--- src/rtl/mips_pkg.sv ---
// rtl/mips_pkg.sv - MIPS opcode/funct constants, request kinds and loader states
// Contents:
//   OP_*     6-bit primary opcodes
//   FN_*     6-bit R-type funct codes
//   kind_e   in_kind request encoding (10..15 are illegal)
//   state_e  loader FSM encoding; ST_PAD exists only with LOADER_NOP_PAD_EN
//   rtype()  R-type word builder
package mips_pkg;

  localparam logic [5:0] OP_RTYPE = 6'b000000;
  localparam logic [5:0] OP_LW    = 6'b100011;
  localparam logic [5:0] OP_SW    = 6'b101011;
  localparam logic [5:0] OP_BEQ   = 6'b000100;
  localparam logic [5:0] OP_ADDI  = 6'b001000;
  localparam logic [5:0] OP_J     = 6'b000010;

  localparam logic [5:0] FN_ADD = 6'b100000;
  localparam logic [5:0] FN_SUB = 6'b100010;
  localparam logic [5:0] FN_AND = 6'b100100;
  localparam logic [5:0] FN_OR  = 6'b100101;
  localparam logic [5:0] FN_SLT = 6'b101010;

  typedef enum logic [3:0] {
    KIND_ADD  = 4'd0,
    KIND_SUB  = 4'd1,
    KIND_AND  = 4'd2,
    KIND_OR   = 4'd3,
    KIND_SLT  = 4'd4,
    KIND_LW   = 4'd5,
    KIND_SW   = 4'd6,
    KIND_BEQ  = 4'd7,
    KIND_ADDI = 4'd8,
    KIND_J    = 4'd9
  } kind_e;

  typedef enum logic [1:0] {
    ST_IDLE = 2'd0,
    ST_LOAD = 2'd1,
    ST_DONE = 2'd2
`ifdef LOADER_NOP_PAD_EN
    , ST_PAD = 2'd3
`endif
  } state_e;

  function automatic logic [31:0] rtype(input logic [4:0] rs, input logic [4:0] rt,
                                        input logic [4:0] rd, input logic [5:0] fn);
    return {OP_RTYPE, rs, rt, rd, 5'b00000, fn};
  endfunction

endpackage

--- src/rtl/instr_encoder.sv ---
// rtl/instr_encoder.sv - combinational field-to-word MIPS instruction encoder
// Ports:
//   kind     in   4   request kind (kind_e); 10..15 illegal
//   rs/rt/rd in   5   register fields (rd used by R-type only)
//   imm      in   26  imm[15:0] for I-type, imm[25:0] jump target
//   word     out  32  encoded instruction, 32'h0 for illegal kinds
//   illegal  out  1   kind is not a recognised instruction
module instr_encoder
  import mips_pkg::*;
(
  input  logic [3:0]  kind,
  input  logic [4:0]  rs,
  input  logic [4:0]  rt,
  input  logic [4:0]  rd,
  input  logic [25:0] imm,
  output logic [31:0] word,
  output logic        illegal
);

  always_comb begin
    word    = 32'h0;
    illegal = 1'b0;
    case (kind_e'(kind))
      KIND_ADD:  word = rtype(rs, rt, rd, FN_ADD);
      KIND_SUB:  word = rtype(rs, rt, rd, FN_SUB);
      KIND_AND:  word = rtype(rs, rt, rd, FN_AND);
      KIND_OR:   word = rtype(rs, rt, rd, FN_OR);
      KIND_SLT:  word = rtype(rs, rt, rd, FN_SLT);
      KIND_LW:   word = {OP_LW,   rs, rt, imm[15:0]};
      KIND_SW:   word = {OP_SW,   rs, rt, imm[15:0]};
      KIND_BEQ:  word = {OP_BEQ,  rs, rt, imm[15:0]};
      KIND_ADDI: word = {OP_ADDI, rs, rt, imm[15:0]};
      KIND_J:    word = {OP_J, imm};
      default:   illegal = 1'b1;
    endcase
  end

endmodule

--- src/rtl/instr_loader.sv ---
// rtl/instr_loader.sv - streams field-level requests into instruction memory as MIPS words
// Optional feature macro: LOADER_NOP_PAD_EN (pad remaining words with NOPs after in_last).
// Ports:
//   clk, reset             clock, asynchronous active-high reset
//   start                  pulse; begin a load at address 0 (ignored while loading)
//   in_valid/in_ready      request handshake
//   in_kind,in_rs,in_rt,in_rd,in_imm,in_last   request fields
//   imem_we/imem_addr/imem_wdata   registered instruction memory write port
//   cpu_hold, done         CPU gate and completion, both registered
//   err                    sticky illegal-kind flag for the current load
//   count                  words written during the current load
module instr_loader
  import mips_pkg::*;
#(
  parameter int DEPTH  = 64,
  parameter int ADDR_W = 6
) (
  input  logic              clk,
  input  logic              reset,
  input  logic              start,
  input  logic              in_valid,
  output logic              in_ready,
  input  logic [3:0]        in_kind,
  input  logic [4:0]        in_rs,
  input  logic [4:0]        in_rt,
  input  logic [4:0]        in_rd,
  input  logic [25:0]       in_imm,
  input  logic              in_last,
  output logic              imem_we,
  output logic [ADDR_W-1:0] imem_addr,
  output logic [31:0]       imem_wdata,
  output logic              cpu_hold,
  output logic              done,
  output logic              err,
  output logic [ADDR_W:0]   count
);

  localparam logic [ADDR_W:0] DEPTH_C = (ADDR_W+1)'(DEPTH);

  state_e            state;
  logic [ADDR_W-1:0] ptr;
  logic [31:0]       enc_word;
  logic              enc_illegal;
  logic              accept;
  logic              fill;

  instr_encoder u_enc (
    .kind    (in_kind),
    .rs      (in_rs),
    .rt      (in_rt),
    .rd      (in_rd),
    .imm     (in_imm),
    .word    (enc_word),
    .illegal (enc_illegal)
  );

  // Derived from registered count, so ready falls in the same cycle count hits DEPTH.
  assign in_ready = (state == ST_LOAD) && (count < DEPTH_C);
  assign accept   = in_valid && in_ready;
  // The write being issued this cycle is the one that fills memory.
  assign fill     = (count + (ADDR_W+1)'(1)) == DEPTH_C;

  always_ff @(posedge clk or posedge reset) begin
    if (reset) begin
      state      <= ST_IDLE;
      ptr        <= '0;
      imem_we    <= 1'b0;
      imem_addr  <= '0;
      imem_wdata <= 32'h0;
      cpu_hold   <= 1'b1;
      done       <= 1'b0;
      err        <= 1'b0;
      count      <= '0;
    end else begin
      imem_we <= 1'b0;
      case (state)
        ST_IDLE: begin
          done     <= 1'b0;
          cpu_hold <= 1'b1;
          if (start) begin
            state <= ST_LOAD;
            count <= '0;
            err   <= 1'b0;
            ptr   <= '0;
          end
        end
        ST_LOAD: begin
          if (accept) begin
            imem_we    <= 1'b1;
            imem_addr  <= ptr;
            imem_wdata <= enc_word;
            ptr        <= ptr + ADDR_W'(1);
            count      <= count + (ADDR_W+1)'(1);
            if (enc_illegal) err <= 1'b1;
            if (fill) begin
              state <= ST_DONE;
            end else if (in_last) begin
`ifdef LOADER_NOP_PAD_EN
              state <= ST_PAD;
`else
              state <= ST_DONE;
`endif
            end
          end
        end
`ifdef LOADER_NOP_PAD_EN
        ST_PAD: begin
          imem_we    <= 1'b1;
          imem_addr  <= ptr;
          imem_wdata <= 32'h0;
          ptr        <= ptr + ADDR_W'(1);
          count      <= count + (ADDR_W+1)'(1);
          if (fill) state <= ST_DONE;
        end
`endif
        ST_DONE: begin
          // Entered alongside the final write, so done lags that write by a cycle.
          done     <= 1'b1;
          cpu_hold <= 1'b0;
          if (start) begin
            state    <= ST_LOAD;
            done     <= 1'b0;
            cpu_hold <= 1'b1;
            count    <= '0;
            err      <= 1'b0;
            ptr      <= '0;
          end
        end
        default: state <= ST_IDLE;
      endcase
    end
  end

endmodule

--- config.mk ---
export PLATFORM = sky130hd
export DESIGN_NAME = instr_loader
export DESIGN_NICKNAME = d
export VERILOG_FILES = /design/src/rtl/mips_pkg.sv /design/src/rtl/instr_encoder.sv /design/src/rtl/instr_loader.sv
export SDC_FILE = /design/constraint.sdc
export NUM_CORES = 1
export LEC_CHECK = 0
export BUFFER_PORTS_ARGS = -buffer_cell sky130_fd_sc_hd__buf_2
export CAP_MARGIN = 20
export CORE_ASPECT_RATIO = 1.25
export CORE_MARGIN = 2
export CORE_UTILIZATION = 45
export DETAILED_ROUTE_END_ITERATION = 16
export PLACE_DENSITY = 0.74
export SLEW_MARGIN = 0
export SYNTH_ARGS = -nofsm -noshare
export SYNTH_HDL_FRONTEND = slang
export SYNTH_SLANG_ARGS = --single-unit
--- constraint.sdc ---
create_clock -name clk -period 1.7 [get_ports clk]
set_clock_uncertainty 0.05 [all_clocks]
set_input_delay 0.17 -clock clk [delete_from_list [all_inputs] [get_ports clk]]
set_output_delay 0.17 -clock clk [all_outputs]
set_load 0.1 [all_outputs]
---- Yosys cells after proc, flatten, opt, wreduce, memory -nomap -nowiden ----
Cells that the tools add are included.
word-level totals
  register bits after elaboration ......... 57
  latch bits .............................. 0
  memory bits (writable) .................. 0
  ROM bits ................................ 0
  bits of input ports ..................... 50
  logic and storage cells ................. 62
  memories ................................ 0
cells by class
  add/subtract/negate cells ............... 2
  multiply operators ...................... 0
  divide/modulo/power cells ............... 0
  $lt $le $gt $ge ......................... 1
  equality and inequality tests ........... 16
  shifts and indexed selects .............. 0
  mux-type cells .......................... 22
  bitwise operators ....................... 0
  reductions and logical operators ........ 12
operators with widths
  operator             number
  $pmux 32 s10         1
  $eq 4x3->1 const B   4
  $mux 7               2
  $pmux 7 s2           1
  $mux 6               2
  $pmux 6 s2           1
  $reduce_or 10->1     1
  $eq 4x2->1 const B   2
  $eq 4x4->1 const B   2
  $mux 2               4
  $add 7x1->7 const B  1
  $eq 7x7->1 const B   1
  $lt 7x7->1 const B   1
  $mux 1               7
  $add 6x1->6 const B  1
  $pmux 1 s2           3
  $reduce_and 3->1     2
  $eq 4x1->1 const B   1
  $logic_not 4->1      1
  $ne 2x2->1 const B   2
  $pmux 2 s2           1
  $reduce_and 4->1     1
  $reduce_bool 2->1    2
  $ne 3x3->1 const B   1
  7 further kinds      8

---- Logic depth before layout (Yosys ltp) ----
  depth in word-level cells ............... 5
  mapped depth ............................ 6
  depth with buffers taken out ............ 5

---- Modules after synthesis ----
A second synthesis with hierarchy kept.
second synthesis, totals
  cell total of the unflattened synthesis .. 363
  area, all modules ....................... 3054.2 sq um
by module, submodules not included
  module         times used  cells an instance  area each (sq um)  sequential area each (sq um)
  instr_loader   1           252                2351.0             1427.6
  instr_encoder  1           111                703.2              0.0

---- Worst setup path before layout ----
Ideal clock, no wire load.
  path kind ............................... reg2out
  from .................................... register count[6]
  to ...................................... output port in_ready
  arrival ................................. 2174 ps
  data required time ...................... 1480 ps
  setup slack ............................. -694 ps
  stages on the path, launching flop included .. 2
  buffers on the path ..................... 0
  cell sequence ........................... dfrtp_1 -> nor2_1
on the way
  cells in the longest elaborated chain, start to end .. 2
RTL lines
  element                 line                RTL
  from (decl)             instr_loader.sv:35  output logic [ADDR_W:0] count
  from (signal assigned)  instr_loader.sv:93  count <= count + (ADDR_W+1)'(1);
  $lt 7x7->1              instr_loader.sv:58  assign in_ready = (state == ST_LOAD) && (count < DEPTH_C);
  $logic_and 1x1->1       instr_loader.sv:58
  to (decl)               instr_loader.sv:22  output logic in_ready,
No other way between the ends.

---- Worst setup path in the final report ----
  from .................................... register count[6]
  to ...................................... register ptr[4]
on the way
  cells in the longest elaborated chain, start to end .. 5
RTL lines
  element                            line                RTL
  $lt 7x7->1                         instr_loader.sv:58
  $logic_and 1x1->1                  instr_loader.sv:58
  $logic_and 1x1->1                  instr_loader.sv:59  assign accept = in_valid && in_ready;
  $ne 2x2->1 (no source line)        -
  $reduce_and 3->1 (no source line)  -
  to (signal assigned)               instr_loader.sv:92  ptr <= ptr + ADDR_W'(1);
  to (decl)                          instr_loader.sv:41  logic [ADDR_W-1:0] ptr;
No other way between the ends.
A chain may end at the register's enable or synchronous reset.

==> flow_summary.html <==
<table>
<tr><th>Metric</th><th>Value</th></tr>
<tr><th colspan="2">Status</th></tr>
<tr><td>Outcome</td><td>complete, no violations</td></tr>
<tr><th colspan="2">Setup path</th></tr>
<tr><td>Source of the critical timing path</td><td>count[6]$_DFFE_PP0P_</td></tr>
<tr><td>Arrival time of the worst setup path</td><td>approximately 1700 ps</td></tr>
<tr><td>Launch point of the worst reg-to-reg path</td><td>count[6]$_DFFE_PP0P_</td></tr>
<tr><td>Worst path buffer plus inverter count</td><td>2</td></tr>
<tr><td>Setup slack of the worst register-to-register path</td><td>150 ps</td></tr>
<tr><td>Reg2Reg Depth</td><td>6</td></tr>
<tr><td>Slowest cell on the critical path</td><td>sky130_fd_sc_hd__dfrtp_2</td></tr>
<tr><td>Crit Reg-Reg Endpoint</td><td>ptr[4]$_DFFE_PP0P_</td></tr>
<tr><td>Family with the most delay on the worst path</td><td>simple AND/OR/NAND/NOR gates</td></tr>
<tr><td>Required @ worst endpoint</td><td>1840 ps</td></tr>
<tr><td>Critical Path End Type</td><td>flip-flop</td></tr>
<tr><td>Critical-path maximum fanout</td><td>34</td></tr>
<tr><td>Logic depth of the worst path, buffers included</td><td>6</td></tr>
<tr><td>Kind of critical path</td><td>reg -&gt; reg</td></tr>
<tr><td>Ordered cell list for the critical path</td><td>nand4bb_2 -&gt; inv_2 -&gt; buf_12 -&gt; nand4_1 -&gt; nand3_1 -&gt; o21ai_0</td></tr>
<tr><td>Kind of launch point of the worst setup path</td><td>flip-flop</td></tr>
<tr><td>Worst setup path endpoint</td><td>ptr[4]$_DFFE_PP0P_</td></tr>
<tr><td>Critical Path Max Stage Delay</td><td>450 ps</td></tr>
<tr><th colspan="2">Clock network</th></tr>
<tr><td>Clock buffer count from CTS</td><td>5</td></tr>
<tr><td>Latest clock arrival within the worst-skew pair</td><td>roughly 300 ps</td></tr>
<tr><td>Number of H-tree levels</td><td>2</td></tr>
<tr><td>TritonCTS sink count</td><td>55</td></tr>
<tr><td>Clock Pin Slew Worst Setup and Hold Paths</td><td>100 ps</td></tr>
<tr><td>Clock root cell</td><td>sky130_fd_sc_hd__clkbuf_8</td></tr>
<tr><td>Clock tree from TritonCTS</td><td>built</td></tr>
<tr><td>Maximum count of clock buffers along a single path</td><td>2</td></tr>
<tr><th colspan="2">Floorplan</th></tr>
<tr><td>Core area</td><td>5740 um^2</td></tr>
<tr><td>FP Rows</td><td>31</td></tr>
<tr><td>Initial standard-cell utilization of the core</td><td>0.460</td></tr>
<tr><td>Die outline area</td><td>about 6500 um^2</td></tr>
<tr><td>DIE HEIGHT</td><td>89.6 um</td></tr>
<tr><td>Horizontal extent of the die</td><td>72.5 um</td></tr>
<tr><td>Number of top-level pins</td><td>100</td></tr>
<tr><th colspan="2">Detailed routing</th></tr>
<tr><td>Wire length reported by the detailed router</td><td>6010 um</td></tr>
<tr><td>Via density per instance</td><td>approximately 5.4</td></tr>
<tr><td>DR WL/cell</td><td>around 14 um</td></tr>
<tr><td>Remaining antenna violation count after routing</td><td>0</td></tr>
<tr><td>First-pass detailed-route iteration total</td><td>4</td></tr>
<tr><td>Initial drt markers</td><td>89</td></tr>
<tr><td>Number of remaining DRC errors</td><td>0</td></tr>
<tr><td>Total via count in the routed design</td><td>2386</td></tr>
<tr><th colspan="2">Global routing</th></tr>
<tr><td>Maximum number of pins on one net before global-route repair</td><td>39</td></tr>
<tr><td>GRT Residual Overflow</td><td>0</td></tr>
<tr><td>Antenna violations before repair</td><td>0</td></tr>
<tr><td>Via count of the first global-routing pass</td><td>2254</td></tr>
<tr><td>First-pass GRT wire length</td><td>9940 um</td></tr>
<tr><td>Global-route total usage across every layer</td><td>0.192</td></tr>
<tr><th colspan="2">Timing</th></tr>
<tr><td>Setup violators final</td><td>0</td></tr>
<tr><td>Max Clock Freq</td><td>0.644 GHz</td></tr>
<tr><td>Shortest period the worst path allows</td><td>1550 ps</td></tr>
<tr><td>Final hold violation count</td><td>0</td></tr>
<tr><td>Ratio of final minimum period to clock period</td><td>0.913</td></tr>
<tr><td>Slack of the critical path</td><td>148 ps</td></tr>
<tr><td>Transition at the pin with the smallest max-transition slack</td><td>715 ps</td></tr>
<tr><td>Tightest slew margin relative to the limit</td><td>0.521</td></tr>
<tr><td>Slew Limit Fails</td><td>0</td></tr>
<tr><td>RSZ-0062 raised after global routing</td><td>no</td></tr>
<tr><th colspan="2">Logic synthesis</th></tr>
<tr><td>Mean Syn Cell Area</td><td>9.32 um^2</td></tr>
<tr><td>Net count of the mapped netlist</td><td>335</td></tr>
<tr><td>Proportion of register bits with asynchronous set or reset after synthesis</td><td>1.00</td></tr>
<tr><td>Post-synthesis sequential area ratio</td><td>0.522</td></tr>
<tr><td>Post-synthesis instance area</td><td>2640 um^2</td></tr>
<tr><td>Synth warn</td><td>0</td></tr>
<tr><td>Post-synthesis register bit count</td><td>55</td></tr>
<tr><td>Number of distinct standard cells referenced by the synthesized netlist</td><td>41</td></tr>
<tr><td>Number of synthesized flops with an enable pin</td><td>0</td></tr>
<tr><td>Synth Flop Type</td><td>sky130_fd_sc_hd__dfrtp_1</td></tr>
<tr><td>Gate count of the mapped netlist</td><td>283</td></tr>
<tr><th colspan="2">Worst hold path</th></tr>
<tr><td>Hold WC Path Type</td><td>in -&gt; reg</td></tr>
<tr><th colspan="2">Layout</th></tr>
<tr><td>Antenna diode instance count</td><td>0</td></tr>
<tr><td>Share of the core filled with cells in the final layout</td><td>0.583</td></tr>
<tr><td>Post-route cell area</td><td>3350 um^2</td></tr>
<tr><td>Layout cell share with drive strength beyond 1</td><td>0.352</td></tr>
<tr><td>Net count of the finished layout</td><td>429</td></tr>
<tr><td>Growth of design area from synthesis to finish</td><td>26.8%</td></tr>
<tr><th colspan="2">Placement</th></tr>
<tr><td>Placed standard-cell area</td><td>3250 um^2</td></tr>
<tr><td>Pre-CTS worst setup slack</td><td>74.7 ps</td></tr>
<tr><td>Final HPWL from detailed placement</td><td>4430 um</td></tr>
<tr><td>Port Buf Inserts</td><td>slightly below 100</td></tr>
<tr><td>Routability Congestion</td><td>about 0.8</td></tr>
<tr><th colspan="2">Run</th></tr>
<tr><td>Reported max-cap violation count</td><td>0</td></tr>
</table>
[routing by layer]
metal	part of all wire	vias to the layer above	routed length (um)	global-route usage
met1	0.43	1132	2600	0.239
li1	-	1178	-	-
met5	0	-	0	0
met4	0.011	0	69	0.0572
met3	0.046	5	275	0.0346
met2	0.51	71	3070	0.341
[flip-flops by register name, summed over array words and instances, names as in the netlist]
register    flops
imem_addr       6
done            1
err             1
imem_wdata     30
imem_we         1
state           2
ptr             6
cpu_hold        1
count           7
[cell families (layout without fill, tap and decap cells)]
group,Yosys count,count (layout),share of synthesized area
other,1,1,0.00142
buffers and inverters,27,122,0.0474
adder cells (fa/ha/maj),2,2,0.00948
XOR/XNOR,5,5,0.0166
AO/OA/AOI/OAI,78,78,0.200
multiplexers,1,1,0.00379
flip-flops,55,55,0.522
AND/OR/NAND/NOR,114,114,0.200
[cells in the mapped netlist, types with 3 or more instances]
cell type	instances	area share
sky130_fd_sc_hd__a22oi_1	6	0.017
sky130_fd_sc_hd__nand3_1	6	0.011
sky130_fd_sc_hd__xor2_1	4	0.013
sky130_fd_sc_hd__nand2_1	50	0.071
sky130_fd_sc_hd__dfrtp_1	54	0.51
sky130_fd_sc_hd__nand2b_1	3	0.0071
sky130_fd_sc_hd__inv_1	6	0.0085
sky130_fd_sc_hd__buf_4	3	0.0085
sky130_fd_sc_hd__a31oi_1	7	0.017
sky130_fd_sc_hd__nor2_1	30	0.043
sky130_fd_sc_hd__clkbuf_1	7	0.010
sky130_fd_sc_hd__a221oi_1	10	0.033
sky130_fd_sc_hd__nor2b_1	8	0.019
sky130_fd_sc_hd__o221ai_1	6	0.020
sky130_fd_sc_hd__buf_2	10	0.019
sky130_fd_sc_hd__o21a_1	7	0.020
sky130_fd_sc_hd__nand4_1	5	0.012
sky130_fd_sc_hd__a21oi_1	10	0.019
sky130_fd_sc_hd__o21ai_0	21	0.040
[worst min path at each step]
stage          cells past startpoint                         end       start  slack (ps)
4_1_cts                            3  imem_wdata[10]$_DFFE_PP0P_  in_imm[10]          40
6_report                           3   imem_wdata[8]$_DFFE_PP0P_   in_imm[8]          50
5_1_grt                            3   imem_wdata[6]$_DFFE_PP0P_   in_imm[6]          50
2_1_floorplan                      2   imem_wdata[6]$_DFFE_PP0P_   in_imm[6]         250
3_3_place_gp                       2  imem_wdata[21]$_DFFE_PP0P_       reset         130
3_5_place_dp                       2  imem_wdata[21]$_DFFE_PP0P_       reset         140
[layout make-up]
class,instances,area (um^2)
Inverter,6,22.5
Sequential cell,55,1390
Timing Repair Buffer,108,596
Multi-Input combinational cell,201,1170
Clock buffer,6,72.6
Clock inverter,2,12.5
Fill cell,555,2390
Tap cell,66,82.6
[placed cells by master (no fill, tap or decap), types with 4 or more instances in the layout]
master / instances
sky130_fd_sc_hd__nand2_1: 50
sky130_fd_sc_hd__xor2_1: 4
sky130_fd_sc_hd__dfrtp_1: 47
sky130_fd_sc_hd__o21ai_0: 21
sky130_fd_sc_hd__a221oi_1: 10
sky130_fd_sc_hd__buf_4: 7
sky130_fd_sc_hd__a31oi_1: 7
sky130_fd_sc_hd__clkbuf_8: 5
sky130_fd_sc_hd__dfrtp_2: 7
sky130_fd_sc_hd__nand3_1: 5
sky130_fd_sc_hd__inv_1: 4
sky130_fd_sc_hd__a21oi_1: 10
sky130_fd_sc_hd__nor2b_1: 8
sky130_fd_sc_hd__a22oi_1: 6
sky130_fd_sc_hd__nand4_1: 5
sky130_fd_sc_hd__nor2_1: 29
sky130_fd_sc_hd__buf_2: 97
sky130_fd_sc_hd__o21a_1: 7
sky130_fd_sc_hd__o221ai_1: 6
[metrics by stage]
step / hold WS, ps / setup TNS, ps / instances
after floorplan: 247 / -68.7 / 283
after global placement: 133 / 0 / 435
after detailed placement: 143 / 0 / 435
after CTS: 39.3 / 0 / 444
after global routing: 52.7 / 0 / 444
final: 48.3 / 0 / 444
[what timing repair did]
item,4_1_cts,5_1_grt
resized for setup,0,2
buffers inserted,0,0
endpoints found under the hold margin,17,0
setup endpoints to repair,0,2
hold buffers,1,0
[worst reg2reg max path: cells and delay by family (launching register included)]
kind	cells	cell delay, ps
flip-flops	1	450
buffers and inverters	2	320
AND/OR/NAND/NOR	3	530
AO/OA/AOI/OAI	1	80
Power is not shown: default switching activity piles up to over one toggle a cycle in this logic, so the estimate is an artifact.
